### src/rtl/divider_pkg.sv
// Shared definitions for the divider lanes and their controller.
// Holds the lane FSM encoding, default operand widths and lane count.
// No logic; imported by every divider file.
package divider_pkg;

    typedef enum logic [1:0] {
        DIV_IDLE = 2'd0,
        DIV_ITER = 2'd1,
        DIV_DONE = 2'd2
    } div_state_t;

    localparam int DIV_NUM_W = 16;
    localparam int DIV_DEN_W = 16;
    localparam int DIV_LANES = 8;

endpackage

### src/rtl/divider_lane_if.sv
// Controller-to-lane bundle: start pulse with operands, results and status levels.
// Purely wiring; no latency of its own.
// No backpressure: the lane ignores starts while busy, the controller watches div_done.
interface divider_lane_if
    import divider_pkg::*;
#(
    parameter int NUM_W = DIV_NUM_W,
    parameter int DEN_W = DIV_DEN_W
) ();

    logic             div_en;
    logic [NUM_W-1:0] numerator;
    logic [DEN_W-1:0] denominator;
    logic [NUM_W-1:0] quotient;
    logic [DEN_W-1:0] remainder;
    logic             div_done;
    logic             div_busy;
    logic             div_by_zero;

    // Controller side
    modport master (
        output div_en, numerator, denominator,
        input  quotient, remainder, div_done, div_busy, div_by_zero
    );

    // Lane side
    modport slave (
        input  div_en, numerator, denominator,
        output quotient, remainder, div_done, div_busy, div_by_zero
    );

endinterface

### src/rtl/divider_lane.sv
// Unsigned restoring divider lane: one quotient bit per clock.
// Latency NUM_W cycles from the accepted div_en edge to div_done, operand independent.
// div_en is ignored while iterating; results hold in DONE until the next accepted start.
module divider_lane
    import divider_pkg::*;
#(
    parameter int NUM_W = DIV_NUM_W,
    parameter int DEN_W = DIV_DEN_W
) (
    input  logic          clk,
    input  logic          reset,
    divider_lane_if.slave lane
);

    localparam int CNT_W = (NUM_W > 1) ? $clog2(NUM_W) : 1;

    div_state_t       r_state;
    div_state_t       w_state_nxt;
    logic [NUM_W-1:0] r_num;      // numerator shifting out, quotient shifting in
    logic [DEN_W-1:0] r_den;
    logic [DEN_W:0]   r_rem;      // partial remainder
    logic [CNT_W-1:0] r_cnt;
    logic             r_dbz;

    logic             w_accept;
    logic [DEN_W:0]   w_trial;
    logic             w_ge;
    logic [DEN_W:0]   w_rem_nxt;
    logic             w_last;

    assign w_accept = lane.div_en && (r_state != DIV_ITER);
    assign w_last   = (r_cnt == '0);

    // Restoring step: shift in the next numerator bit, subtract if it fits.
    // A set top remainder bit means the trial already exceeds any DEN_W-bit divisor.
    assign w_trial   = {r_rem[DEN_W-1:0], r_num[NUM_W-1]};
    assign w_ge      = r_rem[DEN_W] || (w_trial >= {1'b0, r_den});
    assign w_rem_nxt = w_ge ? (w_trial - {1'b0, r_den}) : w_trial;

    // State register
    always_ff @(posedge clk or posedge reset) begin
        if (reset) begin
            r_state <= DIV_IDLE;
        end else begin
            r_state <= w_state_nxt;
        end
    end

    // Next-state logic: start from IDLE/DONE, finish when the counter reaches zero
    always_comb begin
        w_state_nxt = r_state;
        case (r_state)
            DIV_IDLE, DIV_DONE: begin
                if (w_accept) begin
                    w_state_nxt = DIV_ITER;
                end
            end
            DIV_ITER: begin
                if (w_last) begin
                    w_state_nxt = DIV_DONE;
                end
            end
            default: w_state_nxt = DIV_IDLE;
        endcase
    end

    // Datapath: load operands on accept, iterate one bit per cycle while in ITER
    always_ff @(posedge clk or posedge reset) begin
        if (reset) begin
            r_num <= '0;
            r_den <= '0;
            r_rem <= '0;
            r_cnt <= '0;
            r_dbz <= 1'b0;
        end else if (w_accept) begin
            r_num <= lane.numerator;
            r_den <= lane.denominator;
            r_rem <= '0;
            r_cnt <= CNT_W'(NUM_W - 1);
            r_dbz <= 1'b0;
        end else if (r_state == DIV_ITER) begin
            r_num <= {r_num[NUM_W-2:0], w_ge};
            r_rem <= w_rem_nxt;
            r_cnt <= r_cnt - CNT_W'(1);
            if (w_last) begin
                r_dbz <= (r_den == '0);
            end
        end
    end

    assign lane.quotient    = r_num;
    assign lane.remainder   = r_rem[DEN_W-1:0];
    assign lane.div_done    = (r_state == DIV_DONE);
    assign lane.div_busy    = (r_state == DIV_ITER);
    assign lane.div_by_zero = r_dbz;

endmodule
### src/flat_wrapper.sv
// flat-port wrapper written by rule: the top's interface ports become plain ports
module divider_lane_flat import divider_pkg::*;
#(
    parameter int NUM_W = DIV_NUM_W,
    parameter int DEN_W = DIV_DEN_W
)
  (clk, reset, lane_div_en, lane_numerator, lane_denominator, lane_quotient, lane_remainder, lane_div_done, lane_div_busy, lane_div_by_zero);
  divider_lane_if #(.NUM_W(NUM_W), .DEN_W(DEN_W)) lane_i ();
  input  logic clk;
  input  logic reset;
  input wire logic [$bits(lane_i.div_en)-1:0] lane_div_en;
  input wire logic [$bits(lane_i.numerator)-1:0] lane_numerator;
  input wire logic [$bits(lane_i.denominator)-1:0] lane_denominator;
  output wire logic [$bits(lane_i.quotient)-1:0] lane_quotient;
  output wire logic [$bits(lane_i.remainder)-1:0] lane_remainder;
  output wire logic [$bits(lane_i.div_done)-1:0] lane_div_done;
  output wire logic [$bits(lane_i.div_busy)-1:0] lane_div_busy;
  output wire logic [$bits(lane_i.div_by_zero)-1:0] lane_div_by_zero;
  assign lane_i.div_en = lane_div_en;
  assign lane_i.numerator = lane_numerator;
  assign lane_i.denominator = lane_denominator;
  assign lane_quotient = lane_i.quotient;
  assign lane_remainder = lane_i.remainder;
  assign lane_div_done = lane_i.div_done;
  assign lane_div_busy = lane_i.div_busy;
  assign lane_div_by_zero = lane_i.div_by_zero;
  divider_lane #(.NUM_W(NUM_W), .DEN_W(DEN_W)) u_core (.clk(clk), .reset(reset), .lane(lane_i));
endmodule
### config.mk
export PLATFORM = sky130hd
export DESIGN_NAME = divider_lane_flat
export DESIGN_NICKNAME = d
export VERILOG_FILES = /design/src/rtl/divider_pkg.sv /design/src/rtl/divider_lane_if.sv /design/src/rtl/divider_lane.sv /design/src/flat_wrapper.sv
export SDC_FILE = /design/constraint.sdc
export NUM_CORES = 1
export LEC_CHECK = 0
export CORE_MARGIN = 4
export CORE_UTILIZATION = 52
export DETAILED_ROUTE_END_ITERATION = 10
export PLACE_DENSITY = 0.8
export SYNTH_ARGS = -nofsm -noshare
export SYNTH_HDL_FRONTEND = slang
export SYNTH_SLANG_ARGS = --single-unit
### constraint.sdc
create_clock -name clk -period 3 [get_ports clk]
set_input_delay 0.9 -clock clk [delete_from_list [all_inputs] [get_ports clk]]
set_output_delay 0.9 -clock clk [all_outputs]
set_load 0.01 [all_outputs]
==> flow_summary.toml <==
[die]
rows = 29
io_pins = 70
core_area_sq_mm = 0.00653
die_w_um = 91.0
die-area_sq_mm = 0.00829
initial_core_util_pct = 54.9
die_h_um = 91.0

[setup_path]
cp.required_ps = 3200
crit_type = "flip-flop to flip-flop"
cp_slowest_cell = "a2111oi_1"
crit-reg2reg-launch = "u_core.r_rem[13]"
worstPathArrival_ps = 2870
path_max_fanout = 32
cp.buffers_inverters = 0
timing.rr.end = "u_core.r_rem[6]"
r2r_cells = 7
path_delay_family = "compound AO/OA/AOI/OAI gates"
critPathLaunchType = "flip-flop"
cpPeakStageDelay_ps = 500
r2r_slack_ps = 330
end_kind = "flip-flop"
path_cells = "ha_1 -> a21o_1 -> a2111oi_1 -> and2_4 -> a41o_4 -> mux2i_1 -> o21ai_1"
worst-path-stages = 7

[sta]
fmax_ghz = 0.375
drv_slew = 0
relSlewSlack_pct = 48.6
skew_ps = 14.2
finalSetupViolations = 0
min_period_ps = 2670
setup_tns_ps = 0
grt_setup_unrepaired = "false"
period_share_pct = 88.9
hold_viol = 0
worst_slew_pin_slew_ps = 769

[route]
drc = 0
wirelength_um = 8040
firstDrtPassIters = 4
routedWlPerCell_um = 16.1
drtIter0Drc = 275
via_per_inst = 5.86
ant_nets = 0
vias = 2935

[power]
power_w = 0.00573
power_leakage_nw = 1.89
power_per_cell_area_mw_per_mm2 = 1340
irDropWorstVdd_v = 0.000603

[clocking]
clockBufferDepth = 2
clk_pin_slew_worst_paths_ps = 110
htreeDepth = 2
post_cts_buffers = 0
cts_root_buf = "clkbuf_8"
cts_sinks = 56
holdBufCountCts = 0
cts_tree = "yes"
cts_buffers = 5
cts-resized-gates = 0
insertion_delay_ps = 320

[synth]
syn_area_sq_mm = 0.00358
synth_cells = 378
ys_warn_count = 0
synth_nets = 431
seq_area_frac_synth_pct = 39.1
async_flop_share_pct = 100
synth_flop_cell = "dfrtp_1"
avgSynthCellArea_sq_um = 9.48
synth_seq_cells = 56
synth-edff-count = 0
synth.distinct_cells = 52

[hold_path]
hold_path_depth = 1
hold-path-endpoint = "u_core.r_state[0]"
hp-class = "flip-flop to flip-flop"
worstHoldStart = "u_core.r_state[0]"

[finish]
n_antenna_cell = 0
finalNonFillerCells = 501
layout-drive-gt1-share_pct = 5.42
nets = 476
final_cell_mix = "clkdlybuf4s50_1, dfrtp_1, nand2_1"
layout.cells.most_common = "clkdlybuf4s50_1"
area_growth_pct = 19.7

[global_routing]
grt_max_degree = 57
grt_pass1_wl_um = 13900
grt_pass1_vias = 2900
antenna_found_initial = 0
grt_use_total_pct = 20.3
grt-ovfl-total = 0

[placement]
hpwl_um = 6030
dp.cells = 493
io_buffers = 69
gp_congestion = 0.958

[run_status]
run_status = "finished, final reports clean"

[flow_run]
drv_cap = 0
flip-flops by register name, indices dropped and copies added, names as in the netlist:
register / flops
u_core.r_den: 16
u_core.r_cnt: 4
u_core.r_rem: 17
u_core.lane.div_by_zero: 1
u_core.r_state: 2
u_core.lane.quotient: 16
kinds of logic after synthesis:
kind of cell / Yosys count / share of synthesized area [%]
AO/OA/AOI/OAI: 90 / 17.8
XOR/XNOR: 14 / 3.42
multiplexers: 32 / 9.49
flip-flops: 56 / 39.1
adder cells (fa/ha/maj): 18 / 6.49
buffers and inverters: 59 / 8.52
AND/OR/NAND/NOR: 109 / 15.2
layer usage:
layer | part of all wire, % | vias to the layer above | global-route usage [%]
li1 | - | 1432 | -
met5 | 0 | - | 0
met3 | 6.8 | 8 | 3.47
met2 | 48 | 89 | 34.2
met1 | 44 | 1406 | 27.7
met4 | 0.91 | 0 | 4.15
worst reg2reg max path, cell delays in order, from the launching register on:
cell and delay (ps):
dfrtp_1 430, ha_1 380, a21o_1 240, a2111oi_1 500, and2_4 240, a41o_4 420, mux2i_1 270, o21ai_1 80
report_power, final:
group / switching [W] / internal [W] / total, W / leakage (nW)
sequential: 0.000353 / 0.00115 / 0.00150 / 0.680
clock: 0.000260 / 0.000166 / 0.000427 / 0.0445
combinational: 0.00206 / 0.00173 / 0.00380 / 1.17
total: 0.00268 / 0.00305 / 0.00573 / 1.89
how the worst max path moves through the flow:
stage                                 from               end  slack [ps]
final                     u_core.r_rem[13]   u_core.r_rem[6]         330
after global routing      u_core.r_rem[13]   u_core.r_rem[6]         180
after CTS                 u_core.r_rem[13]   u_core.r_rem[6]         350
after detailed placement  u_core.r_rem[13]   u_core.r_rem[6]         390
after global placement    u_core.r_rem[13]   u_core.r_rem[6]         490
after floorplan            u_core.r_rem[8]  u_core.r_rem[10]         690
layout make-up:
class	instances	area (sq um)
Clock buffer	5	68.8
Clock inverter	3	21.3
Fill cell	540	2240
Inverter	24	90.1
Multi-Input combinational cell	263	1880
Sequential cell	56	1400
Tap cell	77	96.3
Timing Repair Buffer	73	733
synth_stat cells, drive strengths merged (9+ instances only):
| cell | count | share of area [%] |
|---|---|---|
| nor2 | 14 | 1.5 |
| mux2i | 16 | 4.5 |
| mux2 | 16 | 5.0 |
| buf | 26 | 5.1 |
| nand3 | 24 | 3.4 |
| and3 | 9 | 1.6 |
| a21oi | 17 | 2.4 |
| nand2 | 30 | 3.1 |
| ha | 17 | 5.9 |
| a31oi | 9 | 1.6 |
| dfrtp | 56 | 39 |
| clkbuf | 9 | 0.94 |
| inv | 24 | 2.5 |
| o21ai | 28 | 3.9 |
stage by stage:
step           setup WS (ps)  hold slack, ps  util [%]  cell area, sq um
4_1_cts                  351             500      65.7              4290
6_report                 332             500      65.7              4290
3_5_place_dp             392             485      64.3              4200
3_3_place_gp             492             471      64.3              4200
5_1_grt                  182             532      65.7              4290
2_1_floorplan            687             457         -              3580
Power figures use the tool's default switching activity.
